## config.mk

```make
export PLATFORM = sky130hd
export DESIGN_NAME = ibex_mult_pext_seq_flat
export DESIGN_NICKNAME = d
export VERILOG_FILES = /design/src/rtl/ibex_mult_pext_seq_pkg.sv /design/src/rtl/ibex_mult_pext_seq_if.sv /design/src/rtl/ibex_mult_pext.sv /design/src/rtl/ibex_mult_pext_seq.sv /design/src/flat_wrapper.sv
export SDC_FILE = /design/constraint.sdc
export NUM_CORES = 1
export LEC_CHECK = 0
export CAP_MARGIN = 20
export CORE_MARGIN = 10
export CORE_UTILIZATION = 57
export DETAILED_ROUTE_END_ITERATION = 10
export HOLD_SLACK_MARGIN = 0.08
export PLACE_DENSITY = 0.89
export REMOVE_ABC_BUFFERS = 1
export SYNTH_ARGS = -nofsm -noshare
export SYNTH_HDL_FRONTEND = slang
export SYNTH_SLANG_ARGS = --single-unit
```

## constraint.sdc

```tcl
create_clock -name clk_i -period 15.68 [get_ports clk_i]
set_input_delay 4.704 -clock clk_i [delete_from_list [all_inputs] [get_ports clk_i]]
set_output_delay 4.704 -clock clk_i [all_outputs]
set_load 0.02 [all_outputs]
```

## src/rtl/ibex_mult_pext_seq_pkg.sv

```systemverilog
// Shared types for the P-extension SIMD multiplier and its two-pass sequencer.
package ibex_mult_pext_seq_pkg;

   typedef enum logic [2:0] {
      ZPN_SMUL16  = 3'd0,
      ZPN_UMUL16  = 3'd1,
      ZPN_SMULX16 = 3'd2,
      ZPN_UMULX16 = 3'd3,
      ZPN_SMUL8   = 3'd4,
      ZPN_UMUL8   = 3'd5,
      ZPN_SMULX8  = 3'd6,
      ZPN_UMULX8  = 3'd7
   } zpn_op_e;

   typedef enum logic [1:0] {
      S16 = 2'd0,
      U16 = 2'd1,
      S8  = 2'd2,
      U8  = 2'd3
   } signed_type_e;

   typedef enum logic [1:0] {
      MSEQ_IDLE = 2'd0,
      MSEQ_LO   = 2'd1,
      MSEQ_HI   = 2'd2,
      MSEQ_HOLD = 2'd3
   } mult_pext_seq_e;

   function automatic logic is_byte_op(input zpn_op_e op);
      return (op == ZPN_SMUL8) || (op == ZPN_UMUL8) ||
             (op == ZPN_SMULX8) || (op == ZPN_UMULX8);
   endfunction

   function automatic logic is_crossed_op(input zpn_op_e op);
      return (op == ZPN_SMULX16) || (op == ZPN_UMULX16) ||
             (op == ZPN_SMULX8) || (op == ZPN_UMULX8);
   endfunction

endpackage

```

## src/rtl/ibex_mult_pext_seq_if.sv

```systemverilog
// Request/result bundle between ID/EX, the multiply sequencer and writeback.
interface ibex_mult_pext_seq_if;
   import ibex_mult_pext_seq_pkg::*;

   logic         en_i;
   zpn_op_e      operator_i;
   signed_type_e signed_operands_i;
   logic [31:0]  op_a_i;
   logic [31:0]  op_b_i;
   logic         kill_i;
   logic         ready_id_i;
   logic [63:0]  result_o;
   logic         valid_o;
   logic         busy_o;

   modport slave (
      input  en_i, operator_i, signed_operands_i, op_a_i, op_b_i, kill_i, ready_id_i,
      output result_o, valid_o, busy_o
   );

   modport master (
      output en_i, operator_i, signed_operands_i, op_a_i, op_b_i, kill_i, ready_id_i,
      input  result_o, valid_o, busy_o
   );
endinterface

```

## src/rtl/ibex_mult_pext.sv

```systemverilog
// SIMD multiplier datapath: one half pass per call, selected by second_half_i.
module ibex_mult_pext
   import ibex_mult_pext_seq_pkg::*;
(
   input  zpn_op_e      operator_i,
   input  signed_type_e signed_operands_i,
   input  logic [31:0]  op_a_i,
   input  logic [31:0]  op_b_i,
   input  logic         second_half_i,
   output logic [31:0]  result_o
);

   logic        byte_s;
   logic        cross_s;
   logic        sgn_s;
   logic [15:0] a_h_s;
   logic [15:0] b_h_s;
   logic [7:0]  b_b0_s;
   logic [7:0]  b_b1_s;
   logic [31:0] prod_h_s;
   logic [15:0] prod_b0_s;
   logic [15:0] prod_b1_s;

   assign byte_s  = is_byte_op(operator_i);
   assign cross_s = is_crossed_op(operator_i);
   assign sgn_s   = (signed_operands_i == S16) || (signed_operands_i == S8);

   // Halfword crossing swaps the b half; byte crossing swaps bytes inside the half.
   assign a_h_s  = second_half_i ? op_a_i[31:16] : op_a_i[15:0];
   assign b_h_s  = (second_half_i ^ (cross_s & ~byte_s)) ? op_b_i[31:16] : op_b_i[15:0];
   assign b_b0_s = (cross_s & byte_s) ? b_h_s[15:8] : b_h_s[7:0];
   assign b_b1_s = (cross_s & byte_s) ? b_h_s[7:0]  : b_h_s[15:8];

   assign prod_h_s  = {{16{sgn_s & a_h_s[15]}}, a_h_s} * {{16{sgn_s & b_h_s[15]}}, b_h_s};
   assign prod_b0_s = {{8{sgn_s & a_h_s[7]}}, a_h_s[7:0]} * {{8{sgn_s & b_b0_s[7]}}, b_b0_s};
   assign prod_b1_s = {{8{sgn_s & a_h_s[15]}}, a_h_s[15:8]} * {{8{sgn_s & b_b1_s[7]}}, b_b1_s};

   assign result_o = byte_s ? {prod_b1_s, prod_b0_s} : prod_h_s;

endmodule

```

## src/rtl/ibex_mult_pext_seq.sv

```systemverilog
// Two-pass sequencer: low halves, then high halves, presenting a 64-bit pair result.
module ibex_mult_pext_seq
   import ibex_mult_pext_seq_pkg::*;
(
   input  logic                  clk_i,
   input  logic                  rst_ni,
   ibex_mult_pext_seq_if.slave   bus
);

   mult_pext_seq_e state_q;
   logic [31:0]    lo_q;
   logic [31:0]    hi_q;
   logic [31:0]    dp_result_s;
   logic           second_half_s;
   logic           abort_s;
   logic           valid_s;
   logic [63:0]    result_s;

   assign second_half_s = (state_q == MSEQ_HI);

   ibex_mult_pext u_mult_pext (
      .operator_i        (bus.operator_i),
      .signed_operands_i (bus.signed_operands_i),
      .op_a_i            (bus.op_a_i),
      .op_b_i            (bus.op_b_i),
      .second_half_i     (second_half_s),
      .result_o          (dp_result_s)
   );

   // Dropping en_i mid-operation is handled exactly like a flush.
   assign abort_s = bus.kill_i | (~bus.en_i & (state_q != MSEQ_IDLE));
   assign valid_s = ((state_q == MSEQ_HI) || (state_q == MSEQ_HOLD)) & ~abort_s;

   always_comb begin
      result_s = 64'd0;
      if (valid_s) begin
         if (state_q == MSEQ_HI) begin
            result_s = {dp_result_s, lo_q};
         end else begin
            result_s = {hi_q, lo_q};
         end
      end else begin
         result_s = 64'd0;
      end
   end

   always_ff @(posedge clk_i) begin
      if (!rst_ni) begin
         state_q <= MSEQ_IDLE;
         lo_q    <= 32'd0;
         hi_q    <= 32'd0;
      end else if (abort_s) begin
         state_q <= MSEQ_IDLE;
      end else begin
         case (state_q)
            MSEQ_IDLE: begin
               if (bus.en_i) state_q <= MSEQ_LO;
            end
            MSEQ_LO: begin
               lo_q    <= dp_result_s;
               state_q <= MSEQ_HI;
            end
            MSEQ_HI: begin
               if (bus.ready_id_i) begin
                  state_q <= MSEQ_IDLE;
               end else begin
                  hi_q    <= dp_result_s;
                  state_q <= MSEQ_HOLD;
               end
            end
            MSEQ_HOLD: begin
               if (bus.ready_id_i) state_q <= MSEQ_IDLE;
            end
            default: state_q <= MSEQ_IDLE;
         endcase
      end
   end

   assign bus.result_o = result_s;
   assign bus.valid_o  = valid_s;
   assign bus.busy_o   = (state_q != MSEQ_IDLE);

endmodule
```

## src/flat_wrapper.sv

```systemverilog
// flat-port wrapper written by rule: the top's interface ports become plain ports
module ibex_mult_pext_seq_flat import ibex_mult_pext_seq_pkg::*;
  (clk_i, rst_ni, bus_en_i, bus_operator_i, bus_signed_operands_i, bus_op_a_i, bus_op_b_i, bus_kill_i, bus_ready_id_i, bus_result_o, bus_valid_o, bus_busy_o);
  ibex_mult_pext_seq_if bus_i ();
  input  logic clk_i;
  input  logic rst_ni;
  input wire logic [$bits(bus_i.en_i)-1:0] bus_en_i;
  input wire logic [$bits(bus_i.operator_i)-1:0] bus_operator_i;
  input wire logic [$bits(bus_i.signed_operands_i)-1:0] bus_signed_operands_i;
  input wire logic [$bits(bus_i.op_a_i)-1:0] bus_op_a_i;
  input wire logic [$bits(bus_i.op_b_i)-1:0] bus_op_b_i;
  input wire logic [$bits(bus_i.kill_i)-1:0] bus_kill_i;
  input wire logic [$bits(bus_i.ready_id_i)-1:0] bus_ready_id_i;
  output wire logic [$bits(bus_i.result_o)-1:0] bus_result_o;
  output wire logic [$bits(bus_i.valid_o)-1:0] bus_valid_o;
  output wire logic [$bits(bus_i.busy_o)-1:0] bus_busy_o;
  assign bus_i.en_i = bus_en_i;
  assign bus_i.operator_i = bus_operator_i;
  assign bus_i.signed_operands_i = bus_signed_operands_i;
  assign bus_i.op_a_i = bus_op_a_i;
  assign bus_i.op_b_i = bus_op_b_i;
  assign bus_i.kill_i = bus_kill_i;
  assign bus_i.ready_id_i = bus_ready_id_i;
  assign bus_result_o = bus_i.result_o;
  assign bus_valid_o = bus_i.valid_o;
  assign bus_busy_o = bus_i.busy_o;
  ibex_mult_pext_seq u_core (.clk_i(clk_i), .rst_ni(rst_ni), .bus(bus_i));
endmodule
```

# ---- Word-level counts from Yosys, hierarchy flattened
# Cells that the tools add are included.
dict set report totals {
  output_inout_bits 66
  regBits 66
  input_bits 74
}
dict set report op_classes {
  muxes 11
  bitwise 16
  eq_ne 12
  n_mul 3
  n_reduce_logical 15
}
# operator n
set ops {}
lappend ops {{64-bit two-way mux} 2}
lappend ops {{17-bit by 17-bit multiplier with 32-bit output} 1}
lappend ops {{9-bit by 9-bit multiplier with 16-bit output} 2}
lappend ops {{16-bit two-way mux} 2}
lappend ops {{32-bit two-way mux} 1}
lappend ops {{8-bit two-way mux} 2}
lappend ops {{3-bit == test (second input constant)} 4}
lappend ops {{1-bit bitwise AND} 9}
lappend ops {{1-bit logical OR} 8}
lappend ops {{2-bit one-hot mux with 4 select lines} 1}
lappend ops {{2-bit == test (second input constant)} 3}
lappend ops {{3-bit by 2-bit == test with 1-bit output (second input constant)} 2}
lappend ops {{2-bit two-way mux} 3}
lappend ops {{1-bit inverter} 5}
lappend ops {{2-bit logical NOT} 2}
lappend ops {{2-bit != test (second input constant)} 2}
lappend ops {{2-bit AND reduction} 2}
lappend ops {{3-bit AND reduction} 1}
lappend ops {{2-bit by 1-bit == test with 1-bit output (second input constant)} 1}
lappend ops {{2-bit nonzero test} 1}
lappend ops {{2-bit OR reduction} 1}
lappend ops {{1-bit OR} 1}
lappend ops {{1-bit bitwise XOR} 1}

# ---- Logic depth before layout (Yosys ltp)
# Gate-level depths: netlist (run 1).
dict set report logic_depth {
  word_depth 14
  ltp_mapped 31
  depth_no_buf 27
}

# ---- Modules after synthesis
# From an unflattened synthesis (run 1), not the netlist that was laid out.
dict set report unflattened {
  cells_unflattened 2336
  hier_area_um2 19836.5
}
# mod cells_each n_inst area_each_um2
set by_module_without_submodules {}
lappend by_module_without_submodules {ibex_mult_pext 1896 1 16530.9}
lappend by_module_without_submodules {ibex_mult_pext_seq 440 1 3305.7}

# ---- Least setup slack after synthesis (run 1)
# Ideal clock, no wire load.
dict set report synth_path {
  kind {input-to-output}
  from {input port bus_operator_i[2]}
  to {output port bus_result_o[62]}
  n_path_buf 3
  setup_slack_ns -0.651
  cell_stages 28
  arrival_ns 11.627
  required_ns 10.976
  cell_sequence {nand2b_1 xnor2_4 buf_6 buf_2 mux2_2 clkbuf_1 nand2_1 fa_1 inv_1 fa_1 inv_1 fa_1 inv_1 fa_1 fa_1 inv_1 fa_1 inv_1 ha_1 nand2_1 a2111oi_2 a22oi_1 o41ai_2 a221oi_1 a21boi_1 nor3_1 a21o_1 a211oi_2}
}
dict set report synth_between {
  elab_chain_len 14
  elab_cells_between_ends 25
  cone_classes {mul: 2; eq/ne: 6; mux: 5; bitwise: 6; reduce/logical: 6}
}
# item line
set synth_rtl {}
lappend synth_rtl {{start: declaration} flat_wrapper.sv:8} ;# input wire logic [$bits(bus_i.operator_i)-1:0] bus_operator_i;
lappend synth_rtl {{branches (longest 11 deep; another with 17-bit by 17-bit multiplier with 32-bit output)} --}
lappend synth_rtl {{32-bit two-way mux *} ibex_mult_pext.sv:38} ;# assign result_o = byte_s ? {prod_b1_s, prod_b0_s} : prod_h_s;
lappend synth_rtl {{64-bit two-way mux *} ibex_mult_pext_seq.sv:37} ;# if (state_q == MSEQ_HI) begin
lappend synth_rtl {{64-bit two-way mux *} ibex_mult_pext_seq.sv:36} ;# if (valid_s) begin
lappend synth_rtl {{end: declaration} flat_wrapper.sv:14} ;# output wire logic [$bits(bus_i.result_o)-1:0] bus_result_o;
# Every way passes the cells marked *.

# ---- Worst setup path after layout (run 1)
dict set report layout_path {
  from {input port bus_operator_i[2]}
  to {output port bus_result_o[60]}
}
# The elaborated chain is that of the path after synthesis.

==> results of run 1 <==
## cell usage after synthesis, types with 9 or more instances
| master | instances | share of area, % |
|---|---|---|
| mux2_2 | 29 | 1.7 |
| o211a_1 | 30 | 1.5 |
| dfxtp_1 | 66 | 6.7 |
| a21oi_1 | 65 | 1.7 |
| ha_1 | 148 | 9.4 |
| xor2_1 | 15 | 0.67 |
| nor2b_1 | 11 | 0.35 |
| nand2_1 | 303 | 5.8 |
| nand2b_1 | 19 | 0.60 |
| buf_1 | 9 | 0.17 |
| o21ai_0 | 68 | 1.7 |
| a211oi_1 | 16 | 0.61 |
| fa_1 | 408 | 42 |
| and3_1 | 34 | 1.1 |
| nand3_1 | 12 | 0.31 |
| a21o_1 | 22 | 0.84 |
| xnor2_1 | 47 | 2.1 |
| nor2_1 | 271 | 5.2 |
| clkbuf_1 | 72 | 1.4 |
| mux2i_1 | 42 | 2.1 |
| inv_1 | 456 | 8.7 |
| a31oi_1 | 12 | 0.38 |
| and2_1 | 20 | 0.64 |
## path summary, 6_finish.rpt
kind / slack (ns) / startpoint / endpoint
setup reg to reg: 6.87 / u_core.state_q[1] / u_core.lo_q[30]
hold reg to reg: 0.48 / u_core.lo_q[31] / u_core.lo_q[31]
hold / removal: 0.48 / u_core.lo_q[31] / u_core.lo_q[31]
setup / recovery: -1.32 / bus_operator_i[2] / bus_result_o[60]
## stage by stage
stage	area [sq um]	utilization [%]	std cells	setup TNS (ns)
finish	25900	76.7	3229	-16.14
global route	25900	76.7	3228	-20.18
CTS	24900	73.7	3195	-6.50
detailed placement	24100	71.4	3155	-27.90
global placement	24100	71.4	3155	-24.89
floorplan	19300	-	2196	-8.56
## layout make-up
cell class / count / area (sq um) / share of cell area (%)
Inverter: 459 / 1730 / 6.66
Multi-Input combinational cell: 1671 / 17300 / 66.6
Tap cell: 448 / 561 / 2.16
Clock buffer: 10 / 239 / 0.922
Antenna cell: 1 / 2.50 / 0.00966
Sequential cell: 66 / 1320 / 5.10
Timing Repair Buffer: 568 / 4770 / 18.4
Clock inverter: 6 / 42.5 / 0.164
## cells by family (layout without fill, tap and decap cells)
kind of cell	after synthesis	count (layout)	synth area share (%)
and+or+nand+nor	701	701	15.0
adders and majority gates	556	556	51.0
buffers and inverters	549	1043	10.6
AOI/OAI and AO/OA	274	274	9.32
muxes	77	77	4.41
DFF	66	66	6.73
xor gates and xnor gates	63	63	2.90
other	0	1	0
## worst min-delay path: stages, from the launching register on
cell and delay (ns):
dfxtp_1 0.32, nand3_1 0.06, o31ai_1 0.06
## per-layer routing
| layer | up-vias | GRT usage, % | share of wire (%) |
|---|---|---|---|
| met4 | 0 | 18.5 | 9.0 |
| met1 | 9724 | 35.4 | 32 |
| met5 | - | 0 | 0 |
| met3 | 612 | 7.55 | 13 |
| met2 | 1682 | 54.0 | 46 |
| li1 | 8013 | - | - |
## state kept, by name (all words and copies together) (netlist names)
register	cells
u_core.hi_q	32
u_core.lo_q	32
u_core.state_q	2
## timing repair
item                                    4_1_cts  5_1_grt
gates cloned                                  1        1
buffers inserted                             26       33
pin swaps                                    52       98
endpoints found under the setup margin       26       24
resized for setup                           189      182
hold buffers                                  0        0
==> reports/qor.yml, run 1 <==
setup_viol_count_final: 23
synthFlopType: "dfxtp_1"
ys_ff_latch: 66
crit_required_ns: 10.98
path_max_fanout: 8
path_buf_inv: 11
hold_viol_final: 0
finalClockSkew_ns: 0.0106
pre_cts_ws_ns: -1.59
firstDrtPassIters: 10
antenna_found_initial: 2
ys_warn_count: 0
max_cap_violations: 0
outcome: "finished, violations left"
syn_area_per_cell_sq_um: 8.59
wl_um: 76600
ys_types: 70
rsz0062_at_grt: "true"
final_common_cell: "inv_1"
ios: 140
netlist_instances: 2286
fmax_mhz: 58.8
rr_worst_depth: 30
nets: 3405
port_buffers: 137
grt_use_total_pct: 31.6
gr-total-overflow: 0
core_sq_um: 33800
hold_path_depth: 2
syn-cell-area_sq_um: 19600
gp_congestion: 1.01
cts_tree: "built"
drc: 0
synth_edf_count: 0
wl_per_cell_um: 23.7
syn2layout_area_growth_pct: 31.9
crit_path_end_kind: "output port"
ant_nets: 0
first_iter_violations: 2544
clkLatencyLatePin_ns: 0.35
cts-root-to-sink-buffers: 2
crit_family: "adder cells"
dp_hpwl_um: 52200
yosysSeqAreaShare_pct: 6.73
finalMaxSlewViolations: 0
period_minus_slack_ns: 17.00
dieArea_sq_um: 42300
async_reset_ff_share_pct: 0
start_util_pct: 58.2
violations: "setup timing"
rows: 67
worstSetupPathDepth: 31
max_stage_delay_ns: 0.71
viasPerCell: 6.20
worst_pin_slew_ns: 0.889
crit_type: "in2out"
h-tree-depth: 3
startpoint_type: "input pin"
min_path_type: "reg2reg"
critPathSlowestCell: "a2111oi_4"
vias: 20031
die_h_um: 206
critPathArrivalTime_ns: 12.29
hold_ws_ns: 0.483
period_share_pct: 108
cts_buffers: 9
fill_cells: 1992
grt_pass1_wl_um: 105000
final_cell_mix: "inv_1 (438), buf_4 (411), fa_1 (391)"
cts-root-buf: "clkbuf_16"
grt_pass1_vias: 20284
die_w_um: 206
slew_headroom_pct: 40.4
drive_above_1_share_pct: 25.1
worst_slack_ns: -1.32
grt_max_degree: 68
cts.sinks: 66
clk_pin_slew_ns: 0.06
Power of run 1 is left out: the tool's default activity adds up to more than one toggle a clock period on the data nets, which glitch-free logic cannot reach.
==> run 2: changes to the inputs <==
--- a/config.mk
+++ b/config.mk
@@ -6,11 +6,13 @@
 export NUM_CORES = 1
 export LEC_CHECK = 0
 export CAP_MARGIN = 20
+export CELL_PAD_IN_SITES_DETAIL_PLACEMENT = 1
+export CELL_PAD_IN_SITES_GLOBAL_PLACEMENT = 2
 export CORE_MARGIN = 10
-export CORE_UTILIZATION = 57
+export CORE_UTILIZATION = 35
 export DETAILED_ROUTE_END_ITERATION = 10
 export HOLD_SLACK_MARGIN = 0.08
-export PLACE_DENSITY = 0.89
+export PLACE_DENSITY = 0.88
 export REMOVE_ABC_BUFFERS = 1
 export SYNTH_ARGS = -nofsm -noshare
 export SYNTH_HDL_FRONTEND = slang
==> constraint.sdc (replaced) <==
create_clock -name clk_i -period 15.68 [get_ports clk_i]
set_input_delay 4.704 -clock clk_i [delete_from_list [all_inputs] [get_ports clk_i]]
set_output_delay 4.704 -clock clk_i [all_outputs]
set_load 0.01 [all_outputs]
==> run 2 against run 1 <==
Effect of this change: first-iteration DRC count decreased by 63%; the flow still finishes with violations (setup timing); clock skew decreased by 0.0040 ns; routed wire length up 3.0%; sequential share of layout area fell by 0.25 points.
==> reports/qor.yml, run 2 (synthesized netlist as in run 1, its figures left out) <==
hold_viol_final: 0  # unchanged
grt_use_total_pct: 23.3  # -8.3 points
violations: "setup timing"
syn2layout_area_growth_pct: 38.8
core_sq_um: 55300  # +64%
dieArea_sq_um: 66000  # +56%
final_common_cell: "buf_4"
period_minus_slack_ns: 16.51  # -0.484 ns
first_iter_violations: 936  # -63%
crit_type: "in2reg"
slew_headroom_pct: 33.9  # -6.5 points
fin_util_pct: 49.3  # -27 points
critPathArrivalTime_ns: 16.73  # +4.44 ns
fmax_mhz: 60.6  # +2.9%
wl_um: 78900  # +3.0%
drc: 0  # unchanged
path_max_fanout: 4  # -4
crit_required_ns: 15.89  # +4.91 ns
clkLatencyLatePin_ns: 0.34  # about the same
startpoint_type: "input pin"
hold_ws_ns: 0.472  # -0.0110 ns
cts_tree: "built"
crit_path_end_kind: "register"
max_stage_delay_ns: 0.55  # -0.16 ns
grt_max_degree: 68  # unchanged
cts-root-buf: "clkbuf_16"
start_util_pct: 35.5  # -23 points
critPathSlowestCell: "fa_1"
antenna_found_initial: 0  # -2
gp_congestion: 0.910  # -10%
worst_slack_ns: -0.833  # +0.484 ns
finalMaxSlewViolations: 0  # unchanged
final_cell_mix: "buf_4 (473), inv_1 (414), fa_1 (378)"
pre_cts_ws_ns: -1.81  # -0.228 ns
cts.sinks: 66  # unchanged
drive_above_1_share_pct: 29.8  # +4.6 points
die_h_um: 257  # +25%
gr-total-overflow: 0  # unchanged
die_w_um: 257  # +25%
port_buffers: 137  # unchanged
setup_viol_count_final: 23  # unchanged
min_path_type: "reg2reg"
clk_pin_slew_ns: 0.06  # about the same
grt_pass1_vias: 21593  # +6.5%
finalClockSkew_ns: 0.00660  # -0.00397 ns
rsz0062_at_grt: "true"
firstDrtPassIters: 5  # -5
rows: 86  # +28%
viasPerCell: 5.14  # -17%
dp_hpwl_um: 61000  # +17%
ant_nets: 0  # unchanged
period_share_pct: 105  # -3.1 points
cts_buffers: 9  # unchanged
h-tree-depth: 3  # unchanged
outcome: "finished, violations left"
cts-root-to-sink-buffers: 2  # unchanged
nets: 3496  # +2.7%
num_antenna_cells: 0  # -1
max_cap_violations: 0  # unchanged
vias: 18593  # -7.2%
worst_pin_slew_ns: 0.991  # +0.103 ns
reg.largest.list: "u_core.hi_q: 32 flops, u_core.lo_q: 32 flops, u_core.state_q: 2 flops"
ios: 140  # unchanged
crit_top_cell: "buf_4"
cts-hold-fix-buffers: 0  # unchanged
wl_per_cell_um: 21.8  # -8.1%
grt_pass1_wl_um: 121000  # +15%
[run 2: changes by cell type in the layout (fill, tap and decap cells not counted), moves of 13 or more]
| cell | delta |
|---|---|
| buf_2 | +18 |
| buf_4 | +62 |
| fa_1 | -13 |
| fa_2 | +13 |
| inv_1 | -24 |
| inv_2 | +21 |
[run 2: per-stage QoR]
stage / area [sq um] / instances / TNS [ns]
6_report: 27300 / 3618 / -12.76
5_1_grt: 27300 / 3618 / -17.45
4_1_cts: 26500 / 3591 / -9.31
3_5_place_dp: 24700 / 3478 / -33.71
3_3_place_gp: 24700 / 3478 / -31.01
2_1_floorplan: 19300 / 2196 / -6.05
[run 2: metal layers]
| metal | vias to the layer above | GRT usage (%) | wire length [um] |
|---|---|---|---|
| li1 | 8174 | - | - |
| met1 | 9665 | 25.7 | 29400 |
| met2 | 545 | 44.5 | 42000 |
| met3 | 209 | 2.85 | 3710 |
| met4 | 0 | 8.89 | 3790 |
| met5 | - | 0 | 0 |
[run 2: cell type report]
| class | instances | area, sq um |
|---|---|---|
| Fill cell | 6449 | 28000 |
| Clock inverter | 4 | 20.0 |
| Sequential cell | 66 | 1320 |
| Timing Repair Buffer | 659 | 5530 |
| Inverter | 459 | 1730 |
| Multi-Input combinational cell | 1671 | 17500 |
| Clock buffer | 11 | 233 |
| Tap cell | 748 | 936 |
[run 2: path summary, 6_finish.rpt]
path / end / slack, ns / cells past startpoint / start
worst max-delay path: u_core.lo_q[14] / -0.83 / 78 / bus_operator_i[2]
worst min-delay path: u_core.lo_q[27] / 0.47 / 2 / u_core.lo_q[27]
worst max register to register: u_core.lo_q[14] / 2.44 / 74 / u_core.state_q[1]
worst min register to register: u_core.lo_q[27] / 0.47 / 2 / u_core.lo_q[27]
[run 2: worst max-delay path, delay by kind of cell]
kind	cells	cell delay [ns]
multiplexers	2	0.37
buffers and inverters	58	7.11
XOR/XNOR	2	0.45
AND/OR/NAND/NOR	6	0.58
adder cells (fa/ha/maj)	7	3.09
AO/OA/AOI/OAI	3	0.41
[run 2: repair_timing]
item / in CTS / in global routing
pin swaps: 97 / 118
resized for setup: 303 / 152
gates cloned: 0 / 0
endpoints found under the setup margin: 26 / 28
setup buffers: 100 / 30
Power of run 2 is left out for the same reason.
